[src/rtl/issue_scoreboard_pkg.sv]
// Shared types and constants for the decode-to-execute issue scoreboard.
// Tracks RV32E destination registers and the issue/drain control state.
package issue_pkg;

    typedef enum logic {ISS_RUN, ISS_DRAIN} issue_state;

    localparam int RV32E_NUM_REGS = 16;
    localparam int REG_IDX_W      = 5;

    // Width of a counter that must hold the values 0..max_pending inclusive.
    function automatic int pending_cnt_w(input int max_pending);
        return $clog2(max_pending + 1);
    endfunction

endpackage

[src/rtl/issue_scoreboard_if.sv]
// Decode-to-execute handshake with the decoded register usage of the instruction.
// The master is the pipeline side (decode drives, execute accepts); the slave is the scoreboard.
interface issue_scoreboard_if;
    import issue_pkg::*;

    logic                 dec_valid;
    logic                 dec_ready;
    logic [REG_IDX_W-1:0] dec_rs1;
    logic [REG_IDX_W-1:0] dec_rs2;
    logic [REG_IDX_W-1:0] dec_rd;
    logic                 dec_uses_rs1;
    logic                 dec_uses_rs2;
    logic                 dec_writes_rd;
    logic                 iss_valid;
    logic                 iss_ready;
    logic                 iss_illegal;

    modport master (
        output dec_valid, dec_rs1, dec_rs2, dec_rd,
               dec_uses_rs1, dec_uses_rs2, dec_writes_rd, iss_ready,
        input  dec_ready, iss_valid, iss_illegal
    );

    modport slave (
        input  dec_valid, dec_rs1, dec_rs2, dec_rd,
               dec_uses_rs1, dec_uses_rs2, dec_writes_rd, iss_ready,
        output dec_ready, iss_valid, iss_illegal
    );

endinterface

[src/rtl/issue_scoreboard_reg_pending_counter.sv]
// Outstanding-write counter for one register: saturates at 0 and MAX_PENDING.
// A decrement is only honoured when something is pending, so inc+dec at zero still counts up.
module reg_pending_counter #(
    parameter int MAX_PENDING = 3,
    parameter int CNT_W       = $clog2(MAX_PENDING + 1)
) (
    input  logic             clk,
    input  logic             reset_n,
    input  logic             inc,
    input  logic             dec,
    output logic [CNT_W-1:0] count,
    output logic             is_zero,
    output logic             is_full
);

    logic [CNT_W-1:0] count_reg;
    logic [CNT_W-1:0] count_next;
    logic             dec_eff;

    assign is_zero = (count_reg == '0);
    assign is_full = (count_reg == CNT_W'(MAX_PENDING));
    assign dec_eff = dec && !is_zero;
    assign count   = count_reg;

    always_comb begin
        count_next = count_reg;
        if (inc && !dec_eff && !is_full) begin
            count_next = count_reg + 1'b1;
        end else if (dec_eff && !inc) begin
            count_next = count_reg - 1'b1;
        end
    end

    always_ff @(posedge clk) begin
        if (!reset_n) begin
            count_reg <= '0;
        end else begin
            count_reg <= count_next;
        end
    end

endmodule

[src/rtl/issue_scoreboard.sv]
// Issue controller: stalls decode->execute on RAW/WAW hazards against pending register
// writes and drains all outstanding writes after a flush before issuing again.
module issue_scoreboard
    import issue_pkg::*;
#(
    parameter int NUM_REGS    = RV32E_NUM_REGS,
    parameter int MAX_PENDING = 3
) (
    input  logic                 clk,
    input  logic                 reset_n,
    issue_scoreboard_if.slave    bus,
    input  logic                 wb_valid,
    input  logic [REG_IDX_W-1:0] wb_rd,
    input  logic                 flush,
    output logic [NUM_REGS-1:0]  busy_mask,
    output logic                 wb_error
);

    localparam int CNT_W = pending_cnt_w(MAX_PENDING);
    localparam int IDX_W = $clog2(NUM_REGS);
    localparam logic [REG_IDX_W-1:0] NUM_REGS_IDX = REG_IDX_W'(NUM_REGS);

    issue_state           state_reg;
    issue_state           state_next;
    logic                 wb_error_reg;
    logic                 wb_error_next;
    logic [NUM_REGS-1:0]  pend_vec;
    logic [NUM_REGS-1:0]  full_vec;
    logic [CNT_W-1:0]     counts [1:NUM_REGS-1];
    logic                 all_zero;
    logic                 hazard;
    logic                 illegal;
    logic                 fire;
    logic                 rs1_busy;
    logic                 rs2_busy;
    logic                 rd_full;

    function automatic logic in_range(input logic [REG_IDX_W-1:0] idx);
        return idx < NUM_REGS_IDX;
    endfunction

    // x0 is never tracked: its slots are tied off so index 0 can never hazard.
    assign pend_vec[0] = 1'b0;
    assign full_vec[0] = 1'b0;

    generate
        for (genvar gi = 1; gi < NUM_REGS; gi++) begin : g_cnt
            logic inc;
            logic dec;
            logic zero;

            assign inc = fire && bus.dec_writes_rd && (bus.dec_rd == REG_IDX_W'(gi));
            assign dec = wb_valid && (wb_rd == REG_IDX_W'(gi));

            reg_pending_counter #(
                .MAX_PENDING (MAX_PENDING),
                .CNT_W       (CNT_W)
            ) u_cnt (
                .clk     (clk),
                .reset_n (reset_n),
                .inc     (inc),
                .dec     (dec),
                .count   (counts[gi]),
                .is_zero (zero),
                .is_full (full_vec[gi])
            );

            assign pend_vec[gi] = !zero;
        end
    endgenerate

    always_comb begin
        all_zero = 1'b1;
        for (int i = 1; i < NUM_REGS; i++) begin
            if (counts[i] != '0) begin
                all_zero = 1'b0;
            end
        end
    end

    // Hazards look only at registered counters; a same-cycle writeback does not release a stall.
    assign rs1_busy = bus.dec_uses_rs1 && in_range(bus.dec_rs1) && pend_vec[bus.dec_rs1[IDX_W-1:0]];
    assign rs2_busy = bus.dec_uses_rs2 && in_range(bus.dec_rs2) && pend_vec[bus.dec_rs2[IDX_W-1:0]];
    assign rd_full  = bus.dec_writes_rd && in_range(bus.dec_rd) && full_vec[bus.dec_rd[IDX_W-1:0]];
    assign hazard   = rs1_busy || rs2_busy || rd_full;

    assign illegal = (bus.dec_uses_rs1  && !in_range(bus.dec_rs1)) ||
                     (bus.dec_uses_rs2  && !in_range(bus.dec_rs2)) ||
                     (bus.dec_writes_rd && !in_range(bus.dec_rd));

    assign bus.iss_valid   = reset_n && bus.dec_valid && !hazard && (state_reg == ISS_RUN) && !flush;
    assign bus.dec_ready   = bus.iss_valid && bus.iss_ready;
    assign bus.iss_illegal = bus.iss_valid && illegal;
    assign fire            = bus.dec_ready;

    always_comb begin
        state_next = state_reg;
        case (state_reg)
            ISS_RUN:   if (flush) state_next = ISS_DRAIN;
            ISS_DRAIN: if (all_zero && !flush) state_next = ISS_RUN;
            default:   state_next = ISS_RUN;
        endcase
    end

    assign wb_error_next = wb_valid && in_range(wb_rd) && (wb_rd != '0) &&
                           !pend_vec[wb_rd[IDX_W-1:0]];

    always_ff @(posedge clk) begin
        if (!reset_n) begin
            state_reg    <= ISS_RUN;
            wb_error_reg <= 1'b0;
        end else begin
            state_reg    <= state_next;
            wb_error_reg <= wb_error_next;
        end
    end

    assign busy_mask = pend_vec;
    assign wb_error  = wb_error_reg;

endmodule

[src/flat_wrapper.sv]
// flat-port wrapper written by rule: the top's interface ports become plain ports
module issue_scoreboard_flat import issue_pkg::*;
#(
    parameter int NUM_REGS    = RV32E_NUM_REGS,
    parameter int MAX_PENDING = 3
)
  (clk, reset_n, wb_valid, wb_rd, flush, busy_mask, wb_error, bus_dec_valid, bus_dec_rs1, bus_dec_rs2, bus_dec_rd, bus_dec_uses_rs1, bus_dec_uses_rs2, bus_dec_writes_rd, bus_iss_ready, bus_dec_ready, bus_iss_valid, bus_iss_illegal);
  issue_scoreboard_if bus_i ();
  input  logic clk;
  input  logic reset_n;
  input  logic wb_valid;
  input  logic [REG_IDX_W-1:0] wb_rd;
  input  logic flush;
  output logic [NUM_REGS-1:0] busy_mask;
  output logic wb_error;
  input wire logic [$bits(bus_i.dec_valid)-1:0] bus_dec_valid;
  input wire logic [$bits(bus_i.dec_rs1)-1:0] bus_dec_rs1;
  input wire logic [$bits(bus_i.dec_rs2)-1:0] bus_dec_rs2;
  input wire logic [$bits(bus_i.dec_rd)-1:0] bus_dec_rd;
  input wire logic [$bits(bus_i.dec_uses_rs1)-1:0] bus_dec_uses_rs1;
  input wire logic [$bits(bus_i.dec_uses_rs2)-1:0] bus_dec_uses_rs2;
  input wire logic [$bits(bus_i.dec_writes_rd)-1:0] bus_dec_writes_rd;
  input wire logic [$bits(bus_i.iss_ready)-1:0] bus_iss_ready;
  output wire logic [$bits(bus_i.dec_ready)-1:0] bus_dec_ready;
  output wire logic [$bits(bus_i.iss_valid)-1:0] bus_iss_valid;
  output wire logic [$bits(bus_i.iss_illegal)-1:0] bus_iss_illegal;
  assign bus_i.dec_valid = bus_dec_valid;
  assign bus_i.dec_rs1 = bus_dec_rs1;
  assign bus_i.dec_rs2 = bus_dec_rs2;
  assign bus_i.dec_rd = bus_dec_rd;
  assign bus_i.dec_uses_rs1 = bus_dec_uses_rs1;
  assign bus_i.dec_uses_rs2 = bus_dec_uses_rs2;
  assign bus_i.dec_writes_rd = bus_dec_writes_rd;
  assign bus_i.iss_ready = bus_iss_ready;
  assign bus_dec_ready = bus_i.dec_ready;
  assign bus_iss_valid = bus_i.iss_valid;
  assign bus_iss_illegal = bus_i.iss_illegal;
  issue_scoreboard #(.NUM_REGS(NUM_REGS), .MAX_PENDING(MAX_PENDING)) u_core (.clk(clk), .reset_n(reset_n), .bus(bus_i), .wb_valid(wb_valid), .wb_rd(wb_rd), .flush(flush), .busy_mask(busy_mask), .wb_error(wb_error));
endmodule
[config.mk]
export PLATFORM = sky130hd
export DESIGN_NAME = issue_scoreboard_flat
export DESIGN_NICKNAME = d
export VERILOG_FILES = /design/src/rtl/issue_scoreboard_pkg.sv /design/src/rtl/issue_scoreboard_if.sv /design/src/rtl/issue_scoreboard_reg_pending_counter.sv /design/src/rtl/issue_scoreboard.sv /design/src/flat_wrapper.sv
export SDC_FILE = /design/constraint.sdc
export NUM_CORES = 1
export LEC_CHECK = 0
export BUFFER_PORTS_ARGS = -buffer_cell sky130_fd_sc_hd__buf_2
export CORE_ASPECT_RATIO = 1.2
export CORE_MARGIN = 4
export CORE_UTILIZATION = 61
export CTS_CLUSTER_SIZE = 20
export DETAILED_ROUTE_END_ITERATION = 10
export GPL_ROUTABILITY_DRIVEN = 0
export PLACE_DENSITY = 0.9
export SYNTH_ARGS = -nofsm -noshare
export SYNTH_HDL_FRONTEND = slang
export SYNTH_SLANG_ARGS = --single-unit
[constraint.sdc]
create_clock -name clk -period 7.02 [get_ports clk]
set_clock_uncertainty 0.1 [all_clocks]
set_input_delay 1.053 -clock clk [delete_from_list [all_inputs] [get_ports clk]]
set_output_delay 1.053 -clock clk [all_outputs]
set_load 0.005 [all_outputs]
==> metrics.txt <==
DRT Wirelength=8130 um; startpoint type of the worst setup path=input pin; layout cells sized above 1=0.242; Largest register FFs=30; post-synthesis sequential area ratio=0.240; clock sink total=32; I/O pin total=49; Area Growth Syn to Fin=12.9%; synthesized flop and latch total=32; Synth top cells by count=nor2_1 (43), dfxtp_1 (32), nand2_1 (23), a21oi_1 (22), inv_1 (21); Worst-path clk slew=70 ps; critical path class=in2out; largest net degree at the start of global routing=29; post-cts resize count=0; simple-gate share of the synthesized area=0.385; Clock Power Share=0.460; PD cells=144 nW/um^2; Worst EP required=5870 ps; setup ws final=2430 ps; RSZ-0062 raised after global routing=no; DP Worst Slack=2520 ps; Routed WL per cell=18.4 um; P_sw=0.109 mW; initial core utilization=0.630; Final Non-Filler Cells=441; relative slew slack=0.504; Die Y=80.4 um; Synth Cell Area=2670 um^2; adder-cell share of the synthesized area=0; via count=2989; vias per inst=6.78; total CTS buffers=5; Nets=413; fin crit period=4590 ps; Slew @ Worst Pin=745 ps; hold buffer count at CTS=0; Pre-antenna DRT Iters=5; data arrival time of the worst path=3440 ps; area of the core=4230 um^2; Initial DRC Count=429; Final setup viols=0; fmax=218 MHz; Synthesized Nets=376; Tot GR Track Use=0.317; fin area=3010 um^2; Die Area=5490 um^2; Peak supply drop=0.160 mV; initial antenna violation count=0; Sequential Power Share=0.420; top-count cell post-synth=nor2_1; number of flops mapped to enable cells by yosys=0; internal power=0.325 mW; most used flip-flop cell after synthesis=dfxtp_1; maximum clock path buffer count=2; Placed Instances=433; root buffer cell=clkbuf_8; Yosys cell types=63; WHS=413 ps; HPWL after DPL=5790 um; fin util=0.711; post-synthesis compound-gate area fraction=0.188; Port Buffers=47; DP Area=2880 um^2; vias in the first global route=2733; asr flop ratio synth=0; Synth area leaders=dfxtp_1 (24%), mux4_2 (7.6%), nor2_1 (6.1%); die width=68.3 um; GR Overflow Total=0; final setup TNS=0 ps; multiplexer share of the synthesized area=0.0761; number of diodes=0; status=completed; CTS tree=yes; Sw Ratio=0.251; period utilisation layout=0.654; static leakage=1.14 nW; overall power=0.434 mW; proportion of power drawn by combinational gates=0.119; post-synth top area share=0.240; maxcap violations=0; Post-Syn Instances=347; H-tree depth=2; Crit Path Max Fanout=17; Final Slew Violations=0; Mapped Avg Cell Area=7.68 um^2; Post-CTS Setup Bufs=0; largest family of logic cells by synthesized area=simple AND/OR/NAND/NOR gates; DRC=0; row count=26; HP Class=reg2reg; later-pin clock latency in the skew report=290 ps; DRT antenna net count=0; Synth Warn #=0; final hold viol count=0; first-pass GRT wire length=13200 um; critical path endpoint category=primary output; Yosys top cell by area=dfxtp_1; XOR/XNOR Fraction of Synth Area=0.0427
==> critical path: stages <==
cell,delay (ps)
buf_2,150
inv_2,90
mux4_2,500
o2111a_1,240
a211oi_1,230
or3b_1,650
inv_1,190
and2_1,210
buf_2,120
==> logic make-up after synthesis <==
| group | count (synthesis) |
|---|---|
| buffers and inverters | 40 |
| other | 1 |
| muxes | 9 |
| AOI/OAI and AO/OA | 75 |
| DFF | 32 |
| xor gates and xnor gates | 13 |
| and+or+nand+nor | 177 |
==> final cells by class <==
type	count	area, um^2
timing repair buffer	47	235
clock buffer	7	96.3
clock inverter	1	30.0
tap	56	70.1
multi-input combinational	275	1850
inverter	23	86.3
sequential	32	641
fill	341	1220
==> cells in the final DEF, fill, tap and decap left out, drive strengths merged, types with 3 or more instances in the layout <==
cell / instances
nand2: 23
nor3b: 6
inv: 23
nand3: 8
nand3b: 6
xor2: 6
nand2b: 7
a21oi: 22
or4: 8
buf: 47
nor2: 47
xnor2: 7
mux4: 9
a21o: 3
or2: 6
o211ai: 3
a211oi: 4
dfxtp: 32
nor4: 17
or3: 12
nor3: 21
clkbuf: 7
o21ai: 22
==> power groups by stage <==
stage / combinational, mW / sequential, mW / clock [mW]
2_1_floorplan: 0.0323 / 0.187 / 0
3_3_place_gp: 0.0481 / 0.187 / 0
3_5_place_dp: 0.0491 / 0.187 / 0
4_1_cts: 0.0502 / 0.182 / 0.202
5_1_grt: 0.0561 / 0.182 / 0.211
6_report: 0.0518 / 0.182 / 0.200
==> metal layers <==
| metal | global-route usage | vias to the layer above | share of wire |
|---|---|---|---|
| met5 | 0 | - | 0 |
| met4 | 0.187 | 0 | 0.058 |
| met3 | 0.0727 | 62 | 0.11 |
| met2 | 0.491 | 231 | 0.47 |
| met1 | 0.394 | 1340 | 0.37 |
| li1 | - | 1356 | - |
==> path summary, 6_finish.rpt <==
check	from	end	slack, ps	cells after the start
worst min-delay path	u_core.state_reg	u_core.state_reg	410	2
worst min register to register	u_core.state_reg	u_core.state_reg	410	2
worst max register to register	u_core.g_cnt[13].u_cnt.count[0]	u_core.g_cnt[13].u_cnt.count[0]	3730	8
worst max-delay path	bus_dec_rs2[2]	bus_dec_ready	2430	9
Power figures use the tool's default switching activity.
